===== src/rtl/mt_fetch_sched.sv =====
// Multi-threaded instruction fetch scheduler.
// Keeps one PC per hardware thread and picks threads round-robin, at most
// one fetch per clock. The word at the selected PC is captured into a
// single fetch register. Redirects overwrite a thread's PC and can squash
// a held instruction from that thread while the pipe is stalled.
module mt_fetch_sched #(
  parameter int NT    = 4,
  parameter int Psize = 512,
  parameter int n     = 32
) (
  input  logic                  clk,
  input  logic                  reset_n,
  input  logic [NT-1:0]         thread_en,
  input  logic                  stall,
  input  logic                  redirect_valid,
  input  logic [$clog2(NT)-1:0] redirect_tid,
  input  logic [n-1:0]          redirect_pc,
  output logic [n-1:0]          imem_addr,
  input  logic [n-1:0]          imem_rdata,
  output logic                  if_valid,
  output logic [$clog2(NT)-1:0] if_tid,
  output logic [n-1:0]          if_pc,
  output logic [n-1:0]          if_instr
);
  localparam int TW = $clog2(NT);
  // Psize is a power of two, so Psize-4 keeps exactly the word-aligned
  // in-range bits: one AND both wraps mod Psize and clears bits [1:0].
  localparam logic [n-1:0] AMASK = n'(Psize - 4);

  typedef enum logic [1:0] {IDLE = 2'd0, RUN = 2'd1, HOLD = 2'd2} state_e;

  state_e               state_q, state_d;
  logic [NT-1:0][n-1:0] pc_q;
  logic [TW-1:0]        last_q;
  logic [TW-1:0]        sel, idx;
  logic [NT-1:0]        elig;
  logic                 any_elig, found, fetch, squash;
  logic                 if_valid_q;
  logic [TW-1:0]        if_tid_q;
  logic [n-1:0]         if_pc_q, if_instr_q;

  // A thread being redirected this cycle sits out, so its new PC is used
  // no earlier than the following cycle.
  always_comb begin
    for (int t = 0; t < NT; t++)
      elig[t] = thread_en[t] && !(redirect_valid && (redirect_tid == TW'(t)));
  end

  assign any_elig = |elig;

  // Round-robin pick: first eligible thread strictly after last_q.
  // The k == NT step wraps back onto last_q itself, giving it lowest priority.
  always_comb begin
    sel   = last_q;
    idx   = last_q;
    found = 1'b0;
    for (int k = 1; k <= NT; k++) begin
      idx = last_q + TW'(k);
      if (!found && elig[idx]) begin
        sel   = idx;
        found = 1'b1;
      end
    end
  end

  // FSM state register.
  always_ff @(posedge clk) begin
    if (!reset_n) state_q <= IDLE;
    else          state_q <= state_d;
  end

  // FSM next state: stall wins, otherwise run whenever someone can fetch.
  always_comb begin
    state_d = state_q;
    if (stall)         state_d = HOLD;
    else if (any_elig) state_d = RUN;
    else               state_d = IDLE;
  end

  // FSM outputs: a fetch happens exactly on the edges that enter RUN.
  always_comb begin
    fetch     = (state_d == RUN);
    imem_addr = fetch ? pc_q[sel] : pc_q[last_q];
    squash    = stall && redirect_valid && if_valid_q && (if_tid_q == redirect_tid);
  end

  // Fetch register and round-robin pointer.
  always_ff @(posedge clk) begin
    if (!reset_n) begin
      if_valid_q <= 1'b0;
      if_tid_q   <= '0;
      if_pc_q    <= '0;
      if_instr_q <= '0;
      last_q     <= TW'(NT - 1);
    end else if (fetch) begin
      if_valid_q <= 1'b1;
      if_tid_q   <= sel;
      if_pc_q    <= pc_q[sel];
      if_instr_q <= imem_rdata;
      last_q     <= sel;
    end else if (!stall || squash) begin
      if_valid_q <= 1'b0;
    end
  end

  // Per-thread PCs. The fetched thread is never the redirected one, so
  // the two updates cannot collide on the same entry.
  always_ff @(posedge clk) begin
    if (!reset_n) begin
      for (int t = 0; t < NT; t++) pc_q[t] <= n'(t * (Psize / NT));
    end else begin
      for (int t = 0; t < NT; t++) begin
        if (redirect_valid && (redirect_tid == TW'(t)))
          pc_q[t] <= redirect_pc & AMASK;
        else if (fetch && (sel == TW'(t)))
          pc_q[t] <= (pc_q[t] + n'(4)) & AMASK;
      end
    end
  end

  assign if_valid = if_valid_q;
  assign if_tid   = if_tid_q;
  assign if_pc    = if_pc_q;
  assign if_instr = if_instr_q;

endmodule

===== config.mk =====
export PLATFORM = sky130hd
export DESIGN_NAME = mt_fetch_sched
export DESIGN_NICKNAME = d
export VERILOG_FILES = /design/src/rtl/mt_fetch_sched.sv
export SDC_FILE = /design/constraint.sdc
export NUM_CORES = 1
export LEC_CHECK = 0
export BUFFER_PORTS_ARGS = -buffer_cell sky130_fd_sc_hd__buf_2
export CAP_MARGIN = 5
export CORE_AREA = 2 2 126 128
export DETAILED_ROUTE_END_ITERATION = 10
export DIE_AREA = 0 0 128 130
export GPL_TIMING_DRIVEN = 0
export HOLD_SLACK_MARGIN = 0.12
export MAX_ROUTING_LAYER = met4
export PLACE_DENSITY_LB_ADDON = 0.12
export RECOVER_POWER = 100
export SLEW_MARGIN = 5
export SYNTH_ARGS = -nofsm -noshare
export SYNTH_HDL_FRONTEND = slang
export SYNTH_SLANG_ARGS = --single-unit

===== constraint.sdc =====
create_clock -name clk -period 2.9 [get_ports clk]
set_input_delay 0.58 -clock clk [delete_from_list [all_inputs] [get_ports clk]]
set_output_delay 0.58 -clock clk [all_outputs]
set_load 0.02 [all_outputs]

==> results of run 1 <==
[worst min-delay path: stages (launching register included)]
cell     delay (ns)
dfxtp_1        0.31
nand2_1        0.05
a21oi_1        0.05
[repair_timing]
item,CTS,global route
hold buffers,0,0
buffers inserted,25,13
cloned,2,0
gates resized for setup,72,26
pin swaps,18,20
endpoints found under the setup margin,7,7
[logic make-up (layout without fill, tap and decap cells)]
logic type | count (synthesis) | count (layout) | synth area share
XOR/XNOR | 2 | 2 | 0.003884
flip-flops | 72 | 72 | 0.3196
AND/OR/NAND/NOR | 205 | 205 | 0.2347
adder cells (fa/ha/maj) | 4 | 4 | 0.01110
buffers and inverters | 106 | 252 | 0.1431
other | 1 | 50 | 0.0008314
multiplexers | 8 | 8 | 0.03745
AO/OA/AOI/OAI | 170 | 170 | 0.2494
[flip-flops by register name (all words and copies together) (netlist names)]
signal	count
pc_q	28
if_tid	2
if_valid	1
last_q	2
if_instr	32
if_pc	7
[worst min path at each step]
stage / endpoint / from / slack [ns] / cells after the start
3_5_place_dp: if_instr[21] / if_instr[21] / 0.44 / 2
4_1_cts: if_instr[29] / imem_rdata[29] / 0.45 / 3
3_3_place_gp: if_instr[21] / if_instr[21] / 0.44 / 2
5_1_grt: if_instr[22] / imem_rdata[22] / 0.46 / 3
2_1_floorplan: pc_q[40] / pc_q[40] / 0.48 / 2
6_report: if_instr[21] / if_instr[21] / 0.45 / 2
[placed cells by master, fill, tap and decap left out, types with 22 or more instances in the layout]
master    Yosys  routed
nand2_1      85      82
nand3_1      22      22
clkbuf_1     17      59
conb_1        1      50
dfxtp_1      72      72
o21ai_0      35      28
a21oi_1      48      48
buf_2        21      53
buf_4        55      89
[routing by layer]
layer,wire length [um],up-vias
met3,1196,51
met1,7316,2348
met2,8078,239
met4,603,0
li1,-,2387
met5,0,-
[power groups by stage]
stage | Clock (mW) | Combinational (mW) | Sequential [mW]
after floorplan | 0 | 0.560 | 1.18
after global placement | 0 | 0.854 | 1.15
after detailed placement | 0 | 0.859 | 1.15
after CTS | 1.08 | 1.05 | 1.13
after global routing | 1.11 | 1.15 | 1.14
final | 1.05 | 1.08 | 1.14
[metrics by stage]
step / setup slack [ns] / hold slack, ns / cell area, um^2
6_report: -0.1960 / 0.4548 / 6400
5_1_grt: -0.2556 / 0.4639 / 6400
4_1_cts: -0.2069 / 0.4522 / 6292
3_5_place_dp: -0.6418 / 0.4441 / 5469
3_3_place_gp: -0.6010 / 0.4383 / 5469
2_1_floorplan: -0.04428 / 0.4784 / 4758
[layout make-up]
cell class	count	area, um^2
Sequential cell	72	1441
Buffer	92	680.7
Clock inverter	6	45.04
Clock buffer	10	229.0
Timing Repair Buffer	133	794.5
Tap cell	192	240.2
Multi-Input combinational cell	439	2928
Inverter	11	41.29
Fill cell	1574	9025
==> flow_summary.json, run 1 <==
{
  "outcome": "finished, violations left",
  "failed_checks": "negative setup slack",
  "area_growth_pct": 41.89,
  "syn-instance-count": 568,
  "wl_um": 17200,
  "first_global_vias": 4615,
  "die_w_um": 128,
  "antenna_found_initial": 0,
  "root_buffer": "clkbuf_16",
  "ys.flop_type": "dfxtp_1",
  "busiest_layer": "met2",
  "crit_slowest_cell": "nor3_4",
  "p_sw_frac": 0.3616,
  "path_delay_family": "simple AND/OR/NAND/NOR gates",
  "cts_max_path_buffers": 2,
  "syn-cell-area_mm2": 0.004511,
  "tightestPinTransition_ns": 1.036,
  "crit_start": "redirect_tid[1]",
  "die_h_um": 130,
  "cp-end-kind": "output port",
  "grtUsageTotal": 0.2058,
  "reg2reg_depth": 7,
  "fin_skew_ns": 0.005816,
  "max_freq_mhz": 323.0,
  "via_per_inst": 5.262,
  "cts_tree": "yes",
  "yosysMostFrequentCell": "nand2_1",
  "grt_pass1_wl_um": 25320,
  "reg2reg_to": "pc_q[98]",
  "firstDrtPassIters": 5,
  "grt_overflow": 0,
  "core_area_mm2": 0.01542,
  "numCtsBuffers": 9,
  "initial_core_util": 0.2924,
  "final_cell_count_no_fill": 955,
  "fin_tns_setup_ns": -1.084,
  "use_met2": 0.3265,
  "slew_viol_final": 0,
  "cp-start-kind": "input port",
  "synth_top_area_frac": 0.3196,
  "drtIter0Drc": 339,
  "avgSynthCellArea_um2": 7.941,
  "dp_hpwl_um": 12440,
  "drt.antenna.violating_nets": 0,
  "fin_nets": 836,
  "seqPwrFrac": 0.348,
  "rows": 46,
  "antennaDiodeCount": 0,
  "cap_viol_max_count": 0,
  "async_reset_ff_frac": 0,
  "drc": 0,
  "grt_max_degree": 14,
  "hold_viol_final": 0,
  "synth_area_leaders": "dfxtp_1 (32%), buf_4 (9.2%), nand2_1 (7.1%)",
  "grt_use_met3": 0.04797,
  "cp_num_buf_inv": 4,
  "path_cells": "buf_12 -> nand3b_1 -> and2_4 -> a32o_2 -> buf_6 -> nor3_4 -> buf_8 -> a311oi_4 -> o21ai_2 -> buf_6",
  "clkTransAtPathRegs_ns": 0.06,
  "met1_usage": 0.2469,
  "numClockSinks": 72,
  "worstPathRequired_ns": 2.32,
  "synth_common_cells": "nand2_1 (85), dfxtp_1 (72), buf_4 (55)",
  "ys_seq_elements": 72,
  "synth.yosys.seq_area_share": 0.3196,
  "p_per_area_mw_per_mm2": 510.5,
  "synth_edf_count": 0,
  "path_common_cell": "buf_6",
  "clkPwrFrac": 0.321,
  "finalSetupViolCount": 7,
  "fin_crit_sh": 1.068,
  "timing.final.ws_setup_ns": -0.1960,
  "ir_drop_mv": 0.2779,
  "power.total_mw": 3.267,
  "yosys.cell_types.count": 61,
  "slowest_delay_ns": 0.36,
  "rr_startpoint": "last_q[1]",
  "place_inst": 903,
  "p_switching_mw": 1.181,
  "critPathCapture": "imem_addr[7]",
  "dieArea_mm2": 0.01664,
  "critical_path_depth": 10,
  "clk_latency_ns": 0.35,
  "slew_headroom": 0.3040,
  "vias": 5025,
  "p_int_mw": 2.086,
  "power_frac_comb": 0.330,
  "drive_above_1_share": 0.3211,
  "ioPinCount": 173,
  "h-tree-depth": 3,
  "yosysTopAreaCell": "dfxtp_1",
  "critPathMaxFanout": 8,
  "leakage_nw": 2.592,
  "wl_per_cell_um": 18.01,
  "final_util": 0.4149,
  "gp_congestion": 0.9540,
  "rsz0062_at_grt": "true",
  "finalCriticalPeriod_ns": 3.096,
  "hold_class": "register to register",
  "io_buffers": 94,
  "reg2reg_slack_ns": 0.47,
  "criticalPathCategory": "input port to output port",
  "ys_warn_count": 0,
  "cp.arrival_ns": 2.52
}
No activity file was read; power rests on OpenSTA's default activity.
==> inputs of run 2 (changes only) <==
Settings changed: PLACE_DENSITY from default to 0.59, PLACE_DENSITY_LB_ADDON 0.12 to default.
==> run 2 against run 1 <==
The run still ends with negative setup slack left. Clock skew fell by 0.00083 ns. Via count hardly changed. Sequential power is essentially flat. Setup slack improved by 0.038 ns. Clock power is 4% higher. Critical path depth rose by 1. Count of clock-buffer cells in the layout unchanged. First-iteration DRC count grew 45%. Final cell count is 0.73% lower. Sequential share of layout area up 0.18 points. Combinational power barely moved. Design area is 0.78% lower. Critical endpoint unchanged. Largest power group unchanged.
==> flow_summary.json, run 2 (synthesis results as in run 1) <==
{
  "outcome": "finished, violations left",
  "failed_checks": "negative setup slack",
  "first_global_vias": 4559,
  "cts_hold_buf": 0,
  "leakage_nw": 2.564,
  "reg2reg_to": "pc_q[98]",
  "drt.antenna.violating_nets": 0,
  "slew_viol_final": 0,
  "mostFrequentLayoutCell": "buf_4",
  "wl_um": 15930,
  "root_buffer": "clkbuf_16",
  "power.total_mw": 3.294,
  "critPathCapture": "imem_addr[7]",
  "ir_drop_mv": 0.3556,
  "rsz0062_at_grt": "true",
  "hold_viol_final": 0,
  "slew_headroom": 0.4156,
  "initial_core_util": 0.2924,
  "reg2reg_slack_ns": 0.52,
  "fin_skew_ns": 0.004987,
  "die_w_um": 128,
  "rr_startpoint": "last_q[0]",
  "critPathMaxFanout": 10,
  "dp_hpwl_um": 11350,
  "wl_per_cell_um": 16.80,
  "cp-start-kind": "input port",
  "numClockSinks": 72,
  "firstDrtPassIters": 6,
  "gp_congestion": 0.9497,
  "antennaDiodeCount": 0,
  "fin_crit_sh": 1.054,
  "numCtsBuffers": 9,
  "io_buffers": 94,
  "p_int_mw": 2.159,
  "drc": 0,
  "dieArea_mm2": 0.01664,
  "power_frac_comb": 0.323,
  "pre_cts_ws_ns": -0.5519,
  "clkTransAtPathRegs_ns": 0.06,
  "seqPwrFrac": 0.345,
  "clkPwrFrac": 0.332,
  "grtUsageTotal": 0.1948,
  "timing.final.ws_setup_ns": -0.1575,
  "mostFrequentLayoutCells": "buf_4 (85), nand2_1 (83), dfxtp_1 (72)",
  "core_area_mm2": 0.01542,
  "max_freq_mhz": 327.1,
  "tightestPinTransition_ns": 0.8692,
  "fin_nets": 830,
  "p_per_area_mw_per_mm2": 518.7,
  "antenna_found_initial": 0,
  "drive_above_1_share": 0.3082,
  "h-tree-depth": 3,
  "cts_max_path_buffers": 2,
  "worstPathRequired_ns": 2.32,
  "reg2reg_depth": 8,
  "finalCriticalPeriod_ns": 3.057,
  "cp.arrival_ns": 2.48,
  "clk_latency_ns": 0.34,
  "finalSetupViolCount": 7,
  "p_sw_frac": 0.3443,
  "cts_tree": "yes",
  "hold_class": "register to register",
  "grt_overflow": 0,
  "ioPinCount": 173,
  "grt_max_degree": 13,
  "criticalPathCategory": "input port to output port",
  "grt_pass1_wl_um": 24340,
  "crit_start": "redirect_tid[0]",
  "area_growth_pct": 40.78,
  "cp-end-kind": "output port",
  "cap_viol_max_count": 0,
  "via_per_inst": 5.305,
  "vias": 5029,
  "p_switching_mw": 1.134,
  "drtIter0Drc": 491,
  "fin_tns_setup_ns": -0.7629,
  "largest_register_ff_count": 32,
  "rows": 46,
  "die_h_um": 130
}
-- run 2: how the worst min path moves through the flow --
stage                        startpoint      endpoint  slack, ns  cells past startpoint
after detailed placement    if_instr[5]   if_instr[5]       0.44                      2
after global placement     if_instr[29]  if_instr[29]       0.44                      2
after CTS                   if_instr[5]   if_instr[5]       0.45                      2
after floorplan                pc_q[40]      pc_q[40]       0.48                      2
after global routing      imem_rdata[7]   if_instr[7]       0.47                      3
final                       if_instr[5]   if_instr[5]       0.45                      2
-- run 2: critical path, cell delays in order --
cell and delay [ns]:
buf_4 0.14, or3b_1 0.37, buf_6 0.13, a21oi_2 0.16, o21ai_1 0.15, buf_6 0.19, nand3_4 0.13, buf_6 0.17
a211oi_2 0.09, o21ai_2 0.20, buf_6 0.15
-- run 2: layout make-up --
cell class / count / area, um^2
buffer: 94 / 686.9
clock buffer: 10 / 229.0
clock inverter: 5 / 58.81
fill: 1590 / 9075
inverter: 11 / 41.29
multi-input combinational: 439 / 2924
sequential: 72 / 1441
tap: 192 / 240.2
timing repair buffer: 125 / 728.2
-- run 2: layer usage --
| metal | track usage | routed length (um) | vias up |
|---|---|---|---|
| met4 | 0.07822 | 550 | 0 |
| li1 | - | - | 2380 |
| met3 | 0.06437 | 1737 | 53 |
| met5 | - | 0 | - |
| met1 | 0.2303 | 6334 | 2305 |
| met2 | 0.3073 | 7306 | 291 |
-- run 2: power by group through the flow --
stage / Clock [mW] / Combinational (mW) / Sequential, mW
final: 1.09 / 1.07 / 1.14
after global routing: 1.16 / 1.14 / 1.14
after CTS: 1.11 / 1.06 / 1.13
after detailed placement: 0 / 0.847 / 1.14
after global placement: 0 / 0.848 / 1.14
after floorplan: 0 / 0.560 / 1.18
-- run 2: metrics by stage --
step | cells | utilization | hold slack, ns | instance area [um^2]
after global placement | 903 | 0.3546 | 0.4403 | 5469
after CTS | 947 | 0.4137 | 0.4528 | 6381
after detailed placement | 903 | 0.3546 | 0.4446 | 5469
after floorplan | 617 | - | 0.4784 | 4758
final | 948 | 0.4117 | 0.4522 | 6350
after global routing | 948 | 0.4117 | 0.4655 | 6350
-- run 2: repair_timing --
item / CTS / global route
setup endpoints to repair: 7 / 7
gates resized for setup: 81 / 6
pin swaps: 33 / 3
gates cloned: 2 / 0
setup buffers: 28 / 1
==> inputs of run 3 (changes only) <==
Settings changed: SKIP_LAST_GASP from default to 1.
==> run 3 against run 2 <==
The run still ends with negative setup slack left. Via count is 0.26% higher. Setup slack got worse by 0.0059 ns. Power about the same. Clock skew fell by 0.00087 ns. Critical path depth unchanged. Sequential cell count stayed put. Utilization shrank 0.057 points. Register-to-register slack got worse by 0.05 ns. First-iteration DRC count rose by 3.7%. Fmax decreased by 0.19%. Final cell count unchanged. Global-route usage stayed put.
==> flow_summary.json, run 3 (synthesis results as in run 1) <==
{
  "first_global_vias": 4559,
  "antennaDiodeCount": 0,
  "vias": 5042,
  "cap_viol_max_count": 0,
  "root_buffer": "clkbuf_16",
  "dieArea_mm2": 0.01664,
  "rsz0062_at_grt": "true",
  "via_per_inst": 5.319,
  "drive_above_1_share": 0.3056,
  "h-tree-depth": 3,
  "cp-start-kind": "input port",
  "max_freq_mhz": 326.4,
  "tightestPinTransition_ns": 0.9325,
  "rows": 46,
  "cp.arrival_ns": 2.48,
  "numClockSinks": 72,
  "grt_overflow": 0,
  "finalSetupViolCount": 7,
  "fin_crit_sh": 1.056,
  "grt_pass1_wl_um": 24340,
  "drt.antenna.violating_nets": 0,
  "io_buffers": 94,
  "p_per_area_mw_per_mm2": 519.3,
  "clk_latency_ns": 0.34,
  "die_w_um": 128,
  "mostFrequentLayoutCell": "buf_4",
  "clkTransAtPathRegs_ns": 0.06,
  "failed_checks": "negative setup slack",
  "drtIter0Drc": 509,
  "worstPathRequired_ns": 2.32,
  "largest_register_ff_count": 32,
  "core_area_mm2": 0.01542,
  "final_util": 0.4111,
  "cts_max_path_buffers": 2,
  "gp_congestion": 0.9497,
  "die_h_um": 130,
  "ir_drop_mv": 0.3562,
  "timing.final.ws_setup_ns": -0.1634,
  "timing.hold.ws_ns": 0.4523,
  "mostFrequentLayoutCells": "buf_4 (84), nand2_1 (83), dfxtp_1 (72)",
  "cts_hold_buf": 0,
  "wl_per_cell_um": 16.83,
  "grt_max_degree": 13,
  "slew_headroom": 0.3730,
  "finalCriticalPeriod_ns": 3.063,
  "area_growth_pct": 40.58,
  "grtUsageTotal": 0.1948,
  "hold_class": "register to register",
  "leakage_nw": 2.559,
  "initial_core_util": 0.2924,
  "criticalPathCategory": "input port to output port",
  "wl_um": 15960,
  "drc": 0,
  "dp_hpwl_um": 11350,
  "outcome": "finished, violations left",
  "ioPinCount": 173,
  "firstDrtPassIters": 5,
  "slew_viol_final": 0,
  "antenna_found_initial": 0,
  "numCtsBuffers": 9,
  "cp-end-kind": "output port",
  "fillers": 1593,
  "critPathMaxFanout": 10,
  "fin_nets": 830,
  "hold_viol_final": 0,
  "cts_tree": "yes",
  "fin_skew_ns": 0.004119
}
==> run 3: final cells by class <==
type / count / area (um^2) / share of cell area
multi-input combinational: 439 / 2919 / 0.4603
sequential: 72 / 1441 / 0.2273
timing repair buffer: 125 / 724.4 / 0.1142
buffer: 94 / 686.9 / 0.1083
tap: 192 / 240.2 / 0.03788
clock buffer: 10 / 229.0 / 0.03611
clock inverter: 5 / 58.81 / 0.009274
inverter: 11 / 41.29 / 0.006511
==> run 3: path summary, 6_finish.rpt <==
| path | startpoint | end | slack, ns | cells past startpoint |
|---|---|---|---|---|
| worst min-delay path | if_instr[5] | if_instr[5] | 0.45 | 2 |
| worst max register to register | last_q[0] | pc_q[98] | 0.47 | 8 |
| worst max-delay path | redirect_tid[0] | imem_addr[7] | -0.16 | 11 |
| worst min register to register | if_instr[5] | if_instr[5] | 0.45 | 2 |
==> run 3: critical path, cell delays in order <==
cell,delay (ns)
buf_4,0.14
or3b_1,0.37
buf_6,0.13
a21oi_2,0.16
o21ai_1,0.15
buf_6,0.20
nand3_4,0.13
buf_6,0.17
a211oi_2,0.09
o21ai_2,0.20
buf_6,0.15
==> run 3: repair_timing <==
| action | CTS | global route |
|---|---|---|
| buffers inserted | 28 | 1 |
| gates resized for setup | 81 | 4 |
| cloned | 2 | 0 |
| pin swaps | 33 | 1 |
| setup endpoints to repair | 7 | 7 |
| hold endpoints to repair | 0 | 0 |
==> run 3: layer usage <==
metal	global-route usage	wire [um]	part of all wire
met1	0.2303	6632	0.42
met2	0.3073	7298	0.46
met3	0.06437	1434	0.090
met4	0.07822	591	0.037
met5	-	0	0
==> run 3: through the flow <==
| stage | area (um^2) | instances | setup slack [ns] | TNS, ns | power, mW |
|---|---|---|---|---|---|
| CTS | 6381 | 947 | -0.1193 | -0.6883 | 3.299 |
| global route | 6341 | 948 | -0.2080 | -1.320 | 3.438 |
| floorplan | 4758 | 617 | -0.04428 | -0.04956 | 1.736 |
| global placement | 5469 | 903 | -0.5651 | -3.823 | 1.992 |
| finish | 6341 | 948 | -0.1634 | -0.8170 | 3.293 |
| detailed placement | 5469 | 903 | -0.5519 | -3.805 | 1.992 |
==> run 3: power breakdown <==
part	switching, mW	total (mW)	internal, mW
sequential	0.0752	1.13	1.06
combinational	0.627	1.07	0.438
clock	0.433	1.09	0.661
total	1.14	3.29	2.16
